===== config.mk =====
export PLATFORM = sky130hd
export DESIGN_NAME = disp_conf_packer
export DESIGN_NICKNAME = d
export VERILOG_FILES = /design/src/rtl/disp_conf_packer.sv
export SDC_FILE = /design/constraint.sdc
export NUM_CORES = 1
export LEC_CHECK = 0
export CORE_ASPECT_RATIO = 1.2
export CORE_UTILIZATION = 56
export CTS_BUF_LIST = sky130_fd_sc_hd__clkbuf_8
export CTS_CLUSTER_SIZE = 25
export DETAILED_ROUTE_END_ITERATION = 12
export PLACE_DENSITY = 0.85
export RECOVER_POWER = 25
export SLEW_MARGIN = 10
export SYNTH_ARGS = -nofsm -noshare
export SYNTH_HDL_FRONTEND = slang
export SYNTH_SLANG_ARGS = --single-unit

===== constraint.sdc =====
create_clock -name clk -period 5.35 [get_ports clk]
set_input_delay 1.3375 -clock clk [delete_from_list [all_inputs] [get_ports clk]]
set_output_delay 1.3375 -clock clk [all_outputs]
set_load 0.03 [all_outputs]

===== src/rtl/disp_conf_packer.sv =====
`default_nettype none
// ============================================================================
// Module   : disp_conf_packer
// Brief    : Thresholds decimated {disparity, confidence} pixels against a
//            per-frame latched confidence threshold. Packs the resulting
//            pixel bytes four to a 32-bit word, little-endian, with
//            start/end-of-frame flags. Reports per-frame pass counts.
// Revision : 1.0 - initial release
// ============================================================================
module disp_conf_packer #(
  parameter int disp_bits    = 5,
  parameter int frame_width  = 320,
  parameter int frame_height = 240
) (
  input  logic                   clk,
  input  logic                   reset_n,
  input  logic [disp_bits+7:0]   in_data,
  input  logic                   in_valid,
  output logic                   in_ready,
  input  logic [7:0]             conf_thresh,
  output logic [31:0]            out_data,
  output logic                   out_valid,
  input  logic                   out_ready,
  output logic                   out_sop,
  output logic                   out_eop,
  output logic [16:0]            pass_count,
  output logic                   frame_done
);

  localparam int COL_W = (frame_width  > 1) ? $clog2(frame_width)  : 1;
  localparam int ROW_W = (frame_height > 1) ? $clog2(frame_height) : 1;
  localparam logic [COL_W-1:0] C_COL_LAST = COL_W'(frame_width - 1);
  localparam logic [ROW_W-1:0] C_ROW_LAST = ROW_W'(frame_height - 1);

  // Registered state
  logic             rdy_q,        rdy_d;
  logic [1:0]       idx_q,        idx_d;
  logic [23:0]      hold_q,       hold_d;
  logic             hold_sop_q,   hold_sop_d;
  logic [7:0]       thresh_q,     thresh_d;
  logic [COL_W-1:0] col_q,        col_d;
  logic [ROW_W-1:0] row_q,        row_d;
  logic [16:0]      acc_q,        acc_d;
  logic [31:0]      out_data_q,   out_data_d;
  logic             out_valid_q,  out_valid_d;
  logic             out_sop_q,    out_sop_d;
  logic             out_eop_q,    out_eop_d;
  logic [16:0]      pass_count_q, pass_count_d;
  logic             frame_done_q, frame_done_d;

  // Combinational helpers
  logic                 w_stall;
  logic                 w_in_xfer;
  logic                 w_first_pix;
  logic                 w_last_col;
  logic                 w_last_pix;
  logic [7:0]           w_thr_eff;
  logic [7:0]           w_conf;
  logic [disp_bits-1:0] w_disp;
  logic                 w_pass;
  logic [7:0]           w_byte;
  logic [17:0]          w_acc_sum;
  logic [16:0]          w_acc_sat;

  // Only a completed word that cannot leave (output full and not draining)
  // blocks the input; the first three bytes of a group always fit.
  assign w_stall   = (idx_q == 2'd3) && out_valid_q && !out_ready;
  assign in_ready  = rdy_q && !w_stall;
  assign w_in_xfer = in_valid && in_ready;

  assign w_first_pix = (col_q == '0) && (row_q == '0);
  assign w_last_col  = (col_q == C_COL_LAST);
  assign w_last_pix  = w_last_col && (row_q == C_ROW_LAST);

  // The first pixel of a frame is judged against the live threshold, which
  // is latched at that same moment for the rest of the frame.
  assign w_thr_eff = w_first_pix ? conf_thresh : thresh_q;
  assign w_conf    = in_data[7:0];
  assign w_disp    = in_data[disp_bits+7:8];
  assign w_pass    = (w_conf >= w_thr_eff);
  assign w_byte    = w_pass ? {1'b1, 7'(w_disp)} : 8'h00;

  assign w_acc_sum = {1'b0, acc_q} + {17'd0, w_pass};
  assign w_acc_sat = w_acc_sum[17] ? 17'h1FFFF : w_acc_sum[16:0];

  assign out_data   = out_data_q;
  assign out_valid  = out_valid_q;
  assign out_sop    = out_sop_q;
  assign out_eop    = out_eop_q;
  assign pass_count = pass_count_q;
  assign frame_done = frame_done_q;

  // Next-state logic: byte packing, output handshake, frame position, counts
  always_comb begin
    rdy_d        = 1'b1;
    idx_d        = idx_q;
    hold_d       = hold_q;
    hold_sop_d   = hold_sop_q;
    thresh_d     = thresh_q;
    col_d        = col_q;
    row_d        = row_q;
    acc_d        = acc_q;
    out_data_d   = out_data_q;
    out_valid_d  = out_valid_q;
    out_sop_d    = out_sop_q;
    out_eop_d    = out_eop_q;
    pass_count_d = pass_count_q;
    frame_done_d = 1'b0;

    if (out_valid_q && out_ready) begin
      out_valid_d = 1'b0;
    end

    if (w_in_xfer) begin
      idx_d = idx_q + 2'd1;

      case (idx_q)
        2'd0: begin
          hold_d[7:0] = w_byte;
          hold_sop_d  = w_first_pix;
        end
        2'd1: hold_d[15:8]  = w_byte;
        2'd2: hold_d[23:16] = w_byte;
        default: begin
          // A departing word (if any) is replaced in the same cycle.
          out_data_d  = {w_byte, hold_q};
          out_valid_d = 1'b1;
          out_sop_d   = hold_sop_q;
          out_eop_d   = w_last_pix;
        end
      endcase

      if (w_first_pix) begin
        thresh_d = conf_thresh;
      end

      if (w_last_col) begin
        col_d = '0;
        row_d = (row_q == C_ROW_LAST) ? '0 : row_q + ROW_W'(1);
      end else begin
        col_d = col_q + COL_W'(1);
      end

      if (w_last_pix) begin
        pass_count_d = w_acc_sat;
        frame_done_d = 1'b1;
        acc_d        = '0;
      end else begin
        acc_d = w_acc_sat;
      end
    end
  end

  // State registers with asynchronous active-low clear
  always_ff @(posedge clk or negedge reset_n) begin
    if (!reset_n) begin
      rdy_q        <= 1'b0;
      idx_q        <= '0;
      hold_q       <= '0;
      hold_sop_q   <= 1'b0;
      thresh_q     <= '0;
      col_q        <= '0;
      row_q        <= '0;
      acc_q        <= '0;
      out_data_q   <= '0;
      out_valid_q  <= 1'b0;
      out_sop_q    <= 1'b0;
      out_eop_q    <= 1'b0;
      pass_count_q <= '0;
      frame_done_q <= 1'b0;
    end else begin
      rdy_q        <= rdy_d;
      idx_q        <= idx_d;
      hold_q       <= hold_d;
      hold_sop_q   <= hold_sop_d;
      thresh_q     <= thresh_d;
      col_q        <= col_d;
      row_q        <= row_d;
      acc_q        <= acc_d;
      out_data_q   <= out_data_d;
      out_valid_q  <= out_valid_d;
      out_sop_q    <= out_sop_d;
      out_eop_q    <= out_eop_d;
      pass_count_q <= pass_count_d;
      frame_done_q <= frame_done_d;
    end
  end

endmodule
`default_nettype wire


Word level (Yosys, flattened, before mapping). Index checks and enable logic that the tools add are counted.

Flip-flop bits (word level): 123. Input bits: 25. Output and inout bits: 54. Word-level logic and storage cells: 57.

Add/subtract/negate cells: 4. Magnitude comparators: 1. Equal/unequal tests: 5. Muxes and demuxes: 11. Bitwise operators: 1. Reduce and logical (&&, ||, !) cells: 19.

Operator list (count): $mux 17 (2); $mux 8 (3); $add 17x1->18 (1); $reduce_and 2->1 (6); $add 9x1->9 const B (1); $eq 9x9->1 const B (1); $logic_not 9->1 (1); $mux 9 (1); $add 8x1->8 const B (1); $eq 8x8->1 const B (1); $ge 8x8->1 (1); $logic_not 8->1 (1); $logic_and 1x1->1 (7); $mux 1 (5); $eq 2x2->1 const B (2); $reduce_or 3->1 (1); $add 2x1->2 const B (1); $eq 2x1->1 const B (1); $logic_not 1->1 (2); $logic_not 2->1 (1); $not 1->1 (1).

Longest topological paths before layout. Gate-level depths: netlist of run 1.

Depth after elaboration: 7. Gate-level depth with buffers: 21. Depth with buffers taken out: 19.

Least setup slack after synthesis of run 1. Ideal clock, no wire load.

Path type: register to register. Start: register col_q[3]. End: register acc_q[12]. Library setup time: 120 ps. Arrival time: 4210 ps. Required time: 5230 ps. Setup slack: 1020 ps. Cell stages (with the launch flop): 20. Buffers on the path: 2. Period minus slack after synthesis: 4330 ps. Cells stage by stage: dfrtp_1 > or4_1 > nor3_1 > nand4_1 > buf_6 > mux2_2 > ha_1 > nand2b_1 > a21oi_1 > o21ai_0 > a221oi_1 > clkbuf_1 > inv_1 > ha_1 > ha_1 > nand2_1 > nor3_2 > and3_1 > o21a_1 > o211a_1.

Word-level cells in the longest chain between the ends: 7. Elaborated cells on any way between the ends: 9. Classes of those cells: 1 x add/sub; 1 x order compare; 1 x eq/ne; 3 x mux; 3 x reduce/logical.

RTL lines: from (decl) (RTL line 41) `logic [COL_W-1:0] col_q, col_d;`; from (signal assigned) (RTL line 177) `col_q <= col_d;`; $logic_not 9->1 (RTL line 71) `assign w_first_pix = (col_q == '0) && (row_q == '0);`; $logic_and 1x1->1 (RTL line 71); $mux 8; via w_thr_eff[0] (RTL line 57) `logic [7:0] w_thr_eff;`; $ge 8x8->1 (RTL line 80) `assign w_pass = (w_conf >= w_thr_eff);`; $add 17x1->18 (RTL line 83) `assign w_acc_sum = {1'b0, acc_q} + {17'd0, w_pass};`; $mux 17 (RTL line 84) `assign w_acc_sat = w_acc_sum[17] ? 17'h1FFFF : w_acc_sum[16:0];`; $mux 17 (RTL line 144) `if (w_last_pix) begin`; to (signal assigned) (RTL line 164) `acc_q <= '0;`; to (signal assigned) (RTL line 179) `acc_q <= acc_d;`; to (decl) (RTL line 43) `logic [16:0] acc_q, acc_d;`.

The timed path passes the listed nets, and every way through them passes these cells. A chain may end at the register's enable or synchronous reset.

Worst setup path in the final report of run 1.
Start: register col_q[3]. End: register pass_count_q[14] (netlist: pass_count[14]).

Word-level cells in the longest chain between the ends: 6. Elaborated cells on any way between the ends: 9. Classes of those cells: 1 x add/sub; 1 x order compare; 1 x eq/ne; 2 x mux; 4 x reduce/logical.

RTL lines: $logic_not 9->1 (RTL line 71); $logic_and 1x1->1 (RTL line 71); $mux 8; via w_thr_eff[0] (RTL line 57); $ge 8x8->1 (RTL line 80); $add 17x1->18 (RTL line 83); $mux 17 (RTL line 84); to (signal assigned) (RTL line 184) `pass_count_q <= pass_count_d;`; to (decl) (RTL line 48) `logic [16:0] pass_count_q, pass_count_d;`.

The timed path passes the listed nets, and every way through them passes these cells.

==> results of run 1 <==
## worst max-delay path: stages, from the launching register on
cell and delay [ns]:
dfrtp_1 0.43, or4_1 0.52, nor3_1 0.17, nand4_1 0.12, buf_4 0.23, mux2_2 0.29
ha_1 0.26, nand2b_1 0.14, a21oi_1 0.13, o21ai_0 0.11, a221oi_2 0.42, inv_1 0.09
ha_1 0.22, nand3_1 0.16, nor3_2 0.11, and2_1 0.28, nor3_2 0.71, a21oi_1 0.17
## state kept, by name (all words and copies together) (netlist names), 2 cells and up
| register | count |
|---|---|
| thresh_q | 8 |
| idx_q | 2 |
| col_q | 9 |
| acc_q | 17 |
| hold_q | 18 |
| row_q | 8 |
| pass_count | 17 |
| out_data | 24 |
## kinds of logic (layout without fill, tap and decap cells)
group                    Yosys count  after routing  share of synthesized area (%)
XOR/XNOR                          19             19                           3.18
multiplexers                      18             18                           3.68
flip-flops                       109            109                           52.1
AO/OA/AOI/OAI                    111            111                           12.3
adder cells (fa/ha/maj)           18             18                           4.30
AND/OR/NAND/NOR                  229            229                           20.3
other                              2              9                          0.143
buffers and inverters             43            102                           3.99
## routing by layer
layer | track usage, % | vias up | part of all wire [%]
met5 | 0 | - | 0
li1 | - | 1993 | -
met1 | 28.9 | 1961 | 42
met4 | 12.4 | 0 | 2.6
met3 | 3.95 | 26 | 3.8
met2 | 41.3 | 110 | 51
## metrics by stage
| stage | area, um2 | cells | power, mW | hold slack [ns] |
|---|---|---|---|---|
| 5_1_grt | 6150 | 735 | 2.39 | 0.509 |
| 3_3_place_gp | 5990 | 719 | 1.79 | 0.446 |
| 3_5_place_dp | 5990 | 719 | 1.83 | 0.459 |
| 2_1_floorplan | 5260 | 556 | 1.55 | 0.439 |
| 6_report | 6150 | 735 | 2.25 | 0.480 |
| 4_1_cts | 6160 | 735 | 2.27 | 0.481 |
## area by class of cell
type | instances | area share, %
Sequential cell | 109 | 44.3
Multi-Input combinational cell | 404 | 37.9
Timing Repair Buffer | 75 | 11.9
Tap cell | 120 | 2.44
Clock buffer | 10 | 2.24
Inverter | 11 | 0.671
Clock inverter | 6 | 0.529
## worst max path at each step
stage                    from        endpoint  cells after the start
2_1_floorplan        col_q[3]       acc_q[12]                     19
3_3_place_gp   conf_thresh[0]  pass_count[14]                     14
3_5_place_dp   conf_thresh[0]  pass_count[14]                     14
4_1_cts              col_q[3]  pass_count[14]                     17
5_1_grt              col_q[3]  pass_count[11]                     17
6_report             col_q[3]  pass_count[14]                     17
## report_power, final
group / internal [mW] / switching [mW] / leakage, nW / total, mW
combinational: 0.271 / 0.401 / 1.35 / 0.672
sequential: 1.01 / 0.128 / 1.45 / 1.13
clock: 0.177 / 0.268 / 0.0961 / 0.446
total: 1.46 / 0.797 / 2.90 / 2.25
## cells in the final DEF, fill, tap and decap left out, types with 2 or more instances in the layout
master	count
a21oi_1	34
and3_1	11
nand3b_1	2
nor2_1	29
nor3_2	3
nand2_1	131
mux2i_1	8
a21o_1	4
xor2_1	4
o21a_1	4
conb_1	9
nand4_1	6
ha_1	18
buf_4	5
inv_1	13
a41oi_1	3
o21ai_0	48
clkbuf_8	10
dfrtp_1	109
nand2b_1	4
o31ai_1	3
a31oi_1	3
a311oi_1	2
and4_1	8
nand3_1	14
o22a_1	4
mux2_2	10
clkdlybuf4s50_1	69
and2_1	7
nor3_1	6
xnor2_1	15
==> flow_summary.yaml, run 1 <==
status:
  outcome: "finished with violations"
  failing_checks: "capacitance limit, slew limit"
logic_synthesis:
  ys_seq_area_share_pct: 52.1
  yosys_warnings: 0
  synth_flop_cell: "dfrtp_1"
  yosys_reg_bits: 109
  ys_top_cells_by_count: "nand2_1, dfrtp_1, o21ai_0, a21oi_1, nor2_1"
  post_synth.cell_area_avg_um2: 9.54
  post_synth_instance_area_um2: 5240
  syn_inst: 549
  post-synth-top-count-cell: "nand2_1"
  synth_edf_count: 0
  synth.lib_cells_used.distinct: 49
  synth_top_cell_by_area: "dfrtp_1"
  synth_top_area_share_pct: 52.1
  synth-async-reset-ratio_pct: 100
  synth.top_cells.by_area: "dfrtp_1, nand2_1, o21ai_0"
cts:
  cts-hold-fix-buffers: 0
  tritoncts: "yes"
  htree_num_levels: 3
  worstSkewPairLatency_ns: 0.37
  cts.sinks: 109
  cts_repair_resized_insts: 0
  cts_max_path_buffers: 2
  cts.root.buffer_cell: "clkbuf_8"
  tritoncts.num_buffers: 9
  post-cts-setup-buffers: 0
  clock_transition_at_path_regs_ns: 0.10
routing:
  wire_per_inst_um: 14.7
  post_drt_via_cell_ratio: 5.56
  wl_um: 10800
  route.detailed.drc: 0
  final_antenna_net_count: 0
  drt_iter0_markers: 196
  detailedRoute.firstPassIterationCount: 4
  vias: 4090
sta:
  clock.fmax_ghz: 0.212
  layout_worst_path_cycle_share_pct: 88.1
  worst_slew_pin_slew_ns: 1.88
  setup_repair_after_global_routing_missed_its_margin: "no"
  setup_violations: 0
  timing_max_transition_violations_final: 78
  min_period_ns: 4.71
  maxSlewHeadroom_pct: -25.1
  totalNegativeSetupSlack_ns: 0
  worst_slack_ns: 0.637
  fin_skew_ns: 0.00827
  timing_hold_violations_final: 0
finish:
  multiInputGateArea_um2: 2330
  drive_gt1_share_pct: 6.02
  filler_cell_count: 699
  regArea_um2: 2730
  diodes: 0
  finalCoreUtilization_pct: 67.8
  area_growth_from_synthesis_to_layout_pct: 17.5
  nets: 653
critical_path:
  worstSetupStartpointType: "register"
  worst_reg_to_reg_cells: 17
  worstReg2RegStart: "col_q[3]"
  worstReg2RegEnd: "pass_count[14]"
  cp_data_arrival_time_ns: 4.94
  worstPathRequired_ns: 5.58
  worst_setup_path_end_kind: "register"
  setup.worst_path.class: "register to register"
  crit_fanout: 13
  setup.reg_to_reg.worst_slack_ns: 0.64
power_and_ir_drop:
  irDropWorstVdd_uv: 151
  cellLeakagePower_nw: 2.90
  power_per_cell_area_nw_per_um2: 366
placed_design:
  hpwl_um: 7760
  dp_worst_setup_slack_ns: 0.403
  io_buffers: 70
  place.gp.congestion: 0.901
floorplanning:
  start_util_pct: 57.6
  core_area_um2: 9080
  boundaryPins: 79
  num_rows: 38
  die_w_um: 90.3
  floorplan.die_area_um2: 9740
  die_h_um: 108
grt:
  number_of_global_route_vias_before_repair: 4008
  antenna_found_initial: 0
  track_usage_pct: 23.9
  grt_max_degree: 78
  grt_first_pass_wirelength_um: 18400
  globalRouteOverflowTotal: 0
hold_path:
  worst_min_path_class: "register to register"
  hold_depth: 2
  worstHoldStart: "hold_q[4]"
  min_to: "out_data[4]"
flow_run:
  max-cap-violations: 1
No activity file was read; power rests on OpenSTA's default activity.
==> inputs of run 2 (changes only) <==
ABC_AREA = 1   (was not set)
CORE_UTILIZATION = 57   (was 56)
PLACE_DENSITY = 0.86   (was 0.85)
==> run 2 against run 1 <==
Compared with the run above: the run now ends clean; design area up 6.6%; die area up 5.1%; flip-flop and latch count unchanged; non-clock buffer count down 2; sequential power about the same; critical endpoint is now in_ready.
==> flow_summary.yaml, run 2 <==
cts:
  htree_num_levels: 3
  cts_max_path_buffers: 2
  cts_repair_resized_insts: 0
  post-cts-setup-buffers: 0
  tritoncts: "yes"
  tritoncts.num_buffers: 9
  cts.sinks: 109
  cts-hold-fix-buffers: 0
  clock_transition_at_path_regs_ns: 0.10
  cts.root.buffer_cell: "clkbuf_8"
  worstSkewPairLatency_ns: 0.38
grt:
  number_of_global_route_vias_before_repair: 4614
  grt_max_degree: 72
  grt_first_pass_wirelength_um: 20100
  track_usage_pct: 24.4
  antenna_found_initial: 0
  globalRouteOverflowTotal: 0
logic_synthesis:
  yosys_warnings: 0
  post-synth-top-count-cell: "nand2_1"
  yosys_reg_bits: 109
  synth_top_cell_by_area: "dfrtp_1"
  synth.lib_cells_used.distinct: 31
  ys_seq_area_share_pct: 48.6
  ys_top_cells_by_count: "nand2_1, dfrtp_1, inv_1, nand3_1, nor2_1"
  post_synth.cell_area_avg_um2: 7.71
  synth.top_cells.by_area: "dfrtp_1, nand2_1, nand3_1"
  syn_inst: 727
  synth-async-reset-ratio_pct: 100
  synth_top_area_share_pct: 48.6
  synth_edf_count: 0
  post_synth_instance_area_um2: 5610
  synth_flop_cell: "dfrtp_1"
power_and_ir_drop:
  irDropWorstVdd_uv: 221
  power_mw: 2.39
  cellLeakagePower_nw: 3.51
  power_per_cell_area_nw_per_um2: 365
critical_path:
  worstReg2RegEnd: "acc_q[16]"
  worstReg2RegStart: "row_q[0]"
  worst_reg_to_reg_cells: 22
  worstPathRequired_ns: 4.01
  crit_end: "in_ready"
  worst_setup_path_end_kind: "primary output"
  setup.worst_path.class: "input pin to primary output"
  crit_fanout: 2
  cp_data_arrival_time_ns: 2.78
  worstSetupStartpointType: "input pin"
  setup.reg_to_reg.worst_slack_ns: 1.33
  worstSetupStartpoint: "out_ready"
finish:
  diodes: 0
  filler_cell_count: 798
  most_used_cells_in_the_layout_excluding_fill_and_tap_cells: "nand2_1, dfrtp_1, inv_1, clkdlybuf4s50_1, nand3_1"
  nets: 836
  largest_reg_flops: 24
  area_growth_from_synthesis_to_layout_pct: 17.0
  drive_gt1_share_pct: 5.26
  layout.cells.most_common: "nand2_1"
routing:
  drt_iter0_markers: 248
  post_drt_via_cell_ratio: 5.23
  final_antenna_net_count: 0
  detailedRoute.firstPassIterationCount: 5
  vias: 4820
  route.detailed.drc: 0
  wire_per_inst_um: 12.8
  wl_um: 11800
sta:
  maxSlewHeadroom_pct: 41.8
  worst_slew_pin_slew_ns: 0.874
  fin_skew_ns: 0.0116
  setup_violations: 0
  totalNegativeSetupSlack_ns: 0
  timing_max_transition_violations_final: 0
  holdWs_ns: 0.474
  layout_worst_path_cycle_share_pct: 77.0
  min_period_ns: 4.12
  timing_hold_violations_final: 0
  setup_repair_after_global_routing_missed_its_margin: "no"
  clock.fmax_ghz: 0.243
flow_run:
  max-cap-violations: 0
floorplanning:
  boundaryPins: 79
  num_rows: 39
  floorplan.die_area_um2: 10200
  die_h_um: 111
  start_util_pct: 58.6
  die_w_um: 92.5
  core_area_um2: 9560
placed_design:
  hpwl_um: 8550
  io_buffers: 70
  place.gp.congestion: 0.924
status:
  outcome: "completed"
hold_path:
  worst_min_path_class: "register to register"
run 2: cell types whose count changed after synthesis, moves of 13 or more:
cell / delta
a21oi_1: -29
inv_1: +61
nand2_1: +178
nand3_1: +53
o21ai_0: -25
xnor2_1: -13
run 2: layout make-up:
cell class / instances / area, um2 / share of cell area (%)
clock buffer: 10 / 138 / 2.10
multi-input combinational: 525 / 2460 / 37.6
inverter: 75 / 287 / 4.37
sequential: 109 / 2730 / 41.6
tap: 123 / 154 / 2.35
timing repair buffer: 73 / 721 / 11.0
clock inverter: 6 / 68.8 / 1.05
run 2: critical path, stage by stage:
cell	delay (ns)
clkdlybuf4s50_1	0.45
inv_1	0.04
nand3_1	0.09
nand2_1	0.12
inv_1	0.08
clkdlybuf4s50_1	0.66
run 2: kinds of logic (layout without fill, tap and decap cells):
group                      count (synthesis)  in the layout  share of synthesized area, %
and+or+nand+nor                          460            460                          35.3
DFF                                      109            109                          48.6
buffers and inverters                    100            164                          7.90
AOI/OAI and AO/OA                         30             30                          2.77
adders and majority gates                 18             18                          4.02
xor gates and xnor gates                   8              8                          1.25
other                                      2              9                         0.134
run 2: worst min-delay path by stage:
| stage | startpoint | to | depth (start not counted) |
|---|---|---|---|
| global route | hold_q[1] | out_data[1] | 2 |
| floorplan | hold_q[0] | out_data[0] | 2 |
| detailed placement | hold_q[1] | out_data[1] | 2 |
| CTS | hold_q[1] | out_data[1] | 2 |
| finish | hold_q[1] | out_data[1] | 2 |
| global placement | hold_q[8] | out_data[8] | 2 |
run 2: routing by layer:
layer  vias to the layer above  part of all wire (%)  track usage (%)
li1                       2370                     -                -
met1                      2260                    42             31.3
met2                       159                    51             40.9
met3                        31                   4.2             2.95
met4                         0                   2.9             11.8
met5                         -                     0                0
run 2: report_power, final:
group | total, mW | internal, mW | switching [mW]
clock | 0.514 | 0.233 | 0.282
combinational | 0.749 | 0.291 | 0.458
sequential | 1.13 | 1.01 | 0.124
total | 2.39 | 1.53 | 0.864
run 2: per-stage QoR:
step	cells	utilization [%]	setup slack [ns]	instance area (um2)
4_1_cts	921	68.6	1.22	6560
3_5_place_dp	905	66.4	0.998	6350
6_report	921	68.6	1.23	6560
2_1_floorplan	734	-	1.79	5630
3_3_place_gp	905	66.4	1.13	6350
5_1_grt	921	68.6	0.849	6560
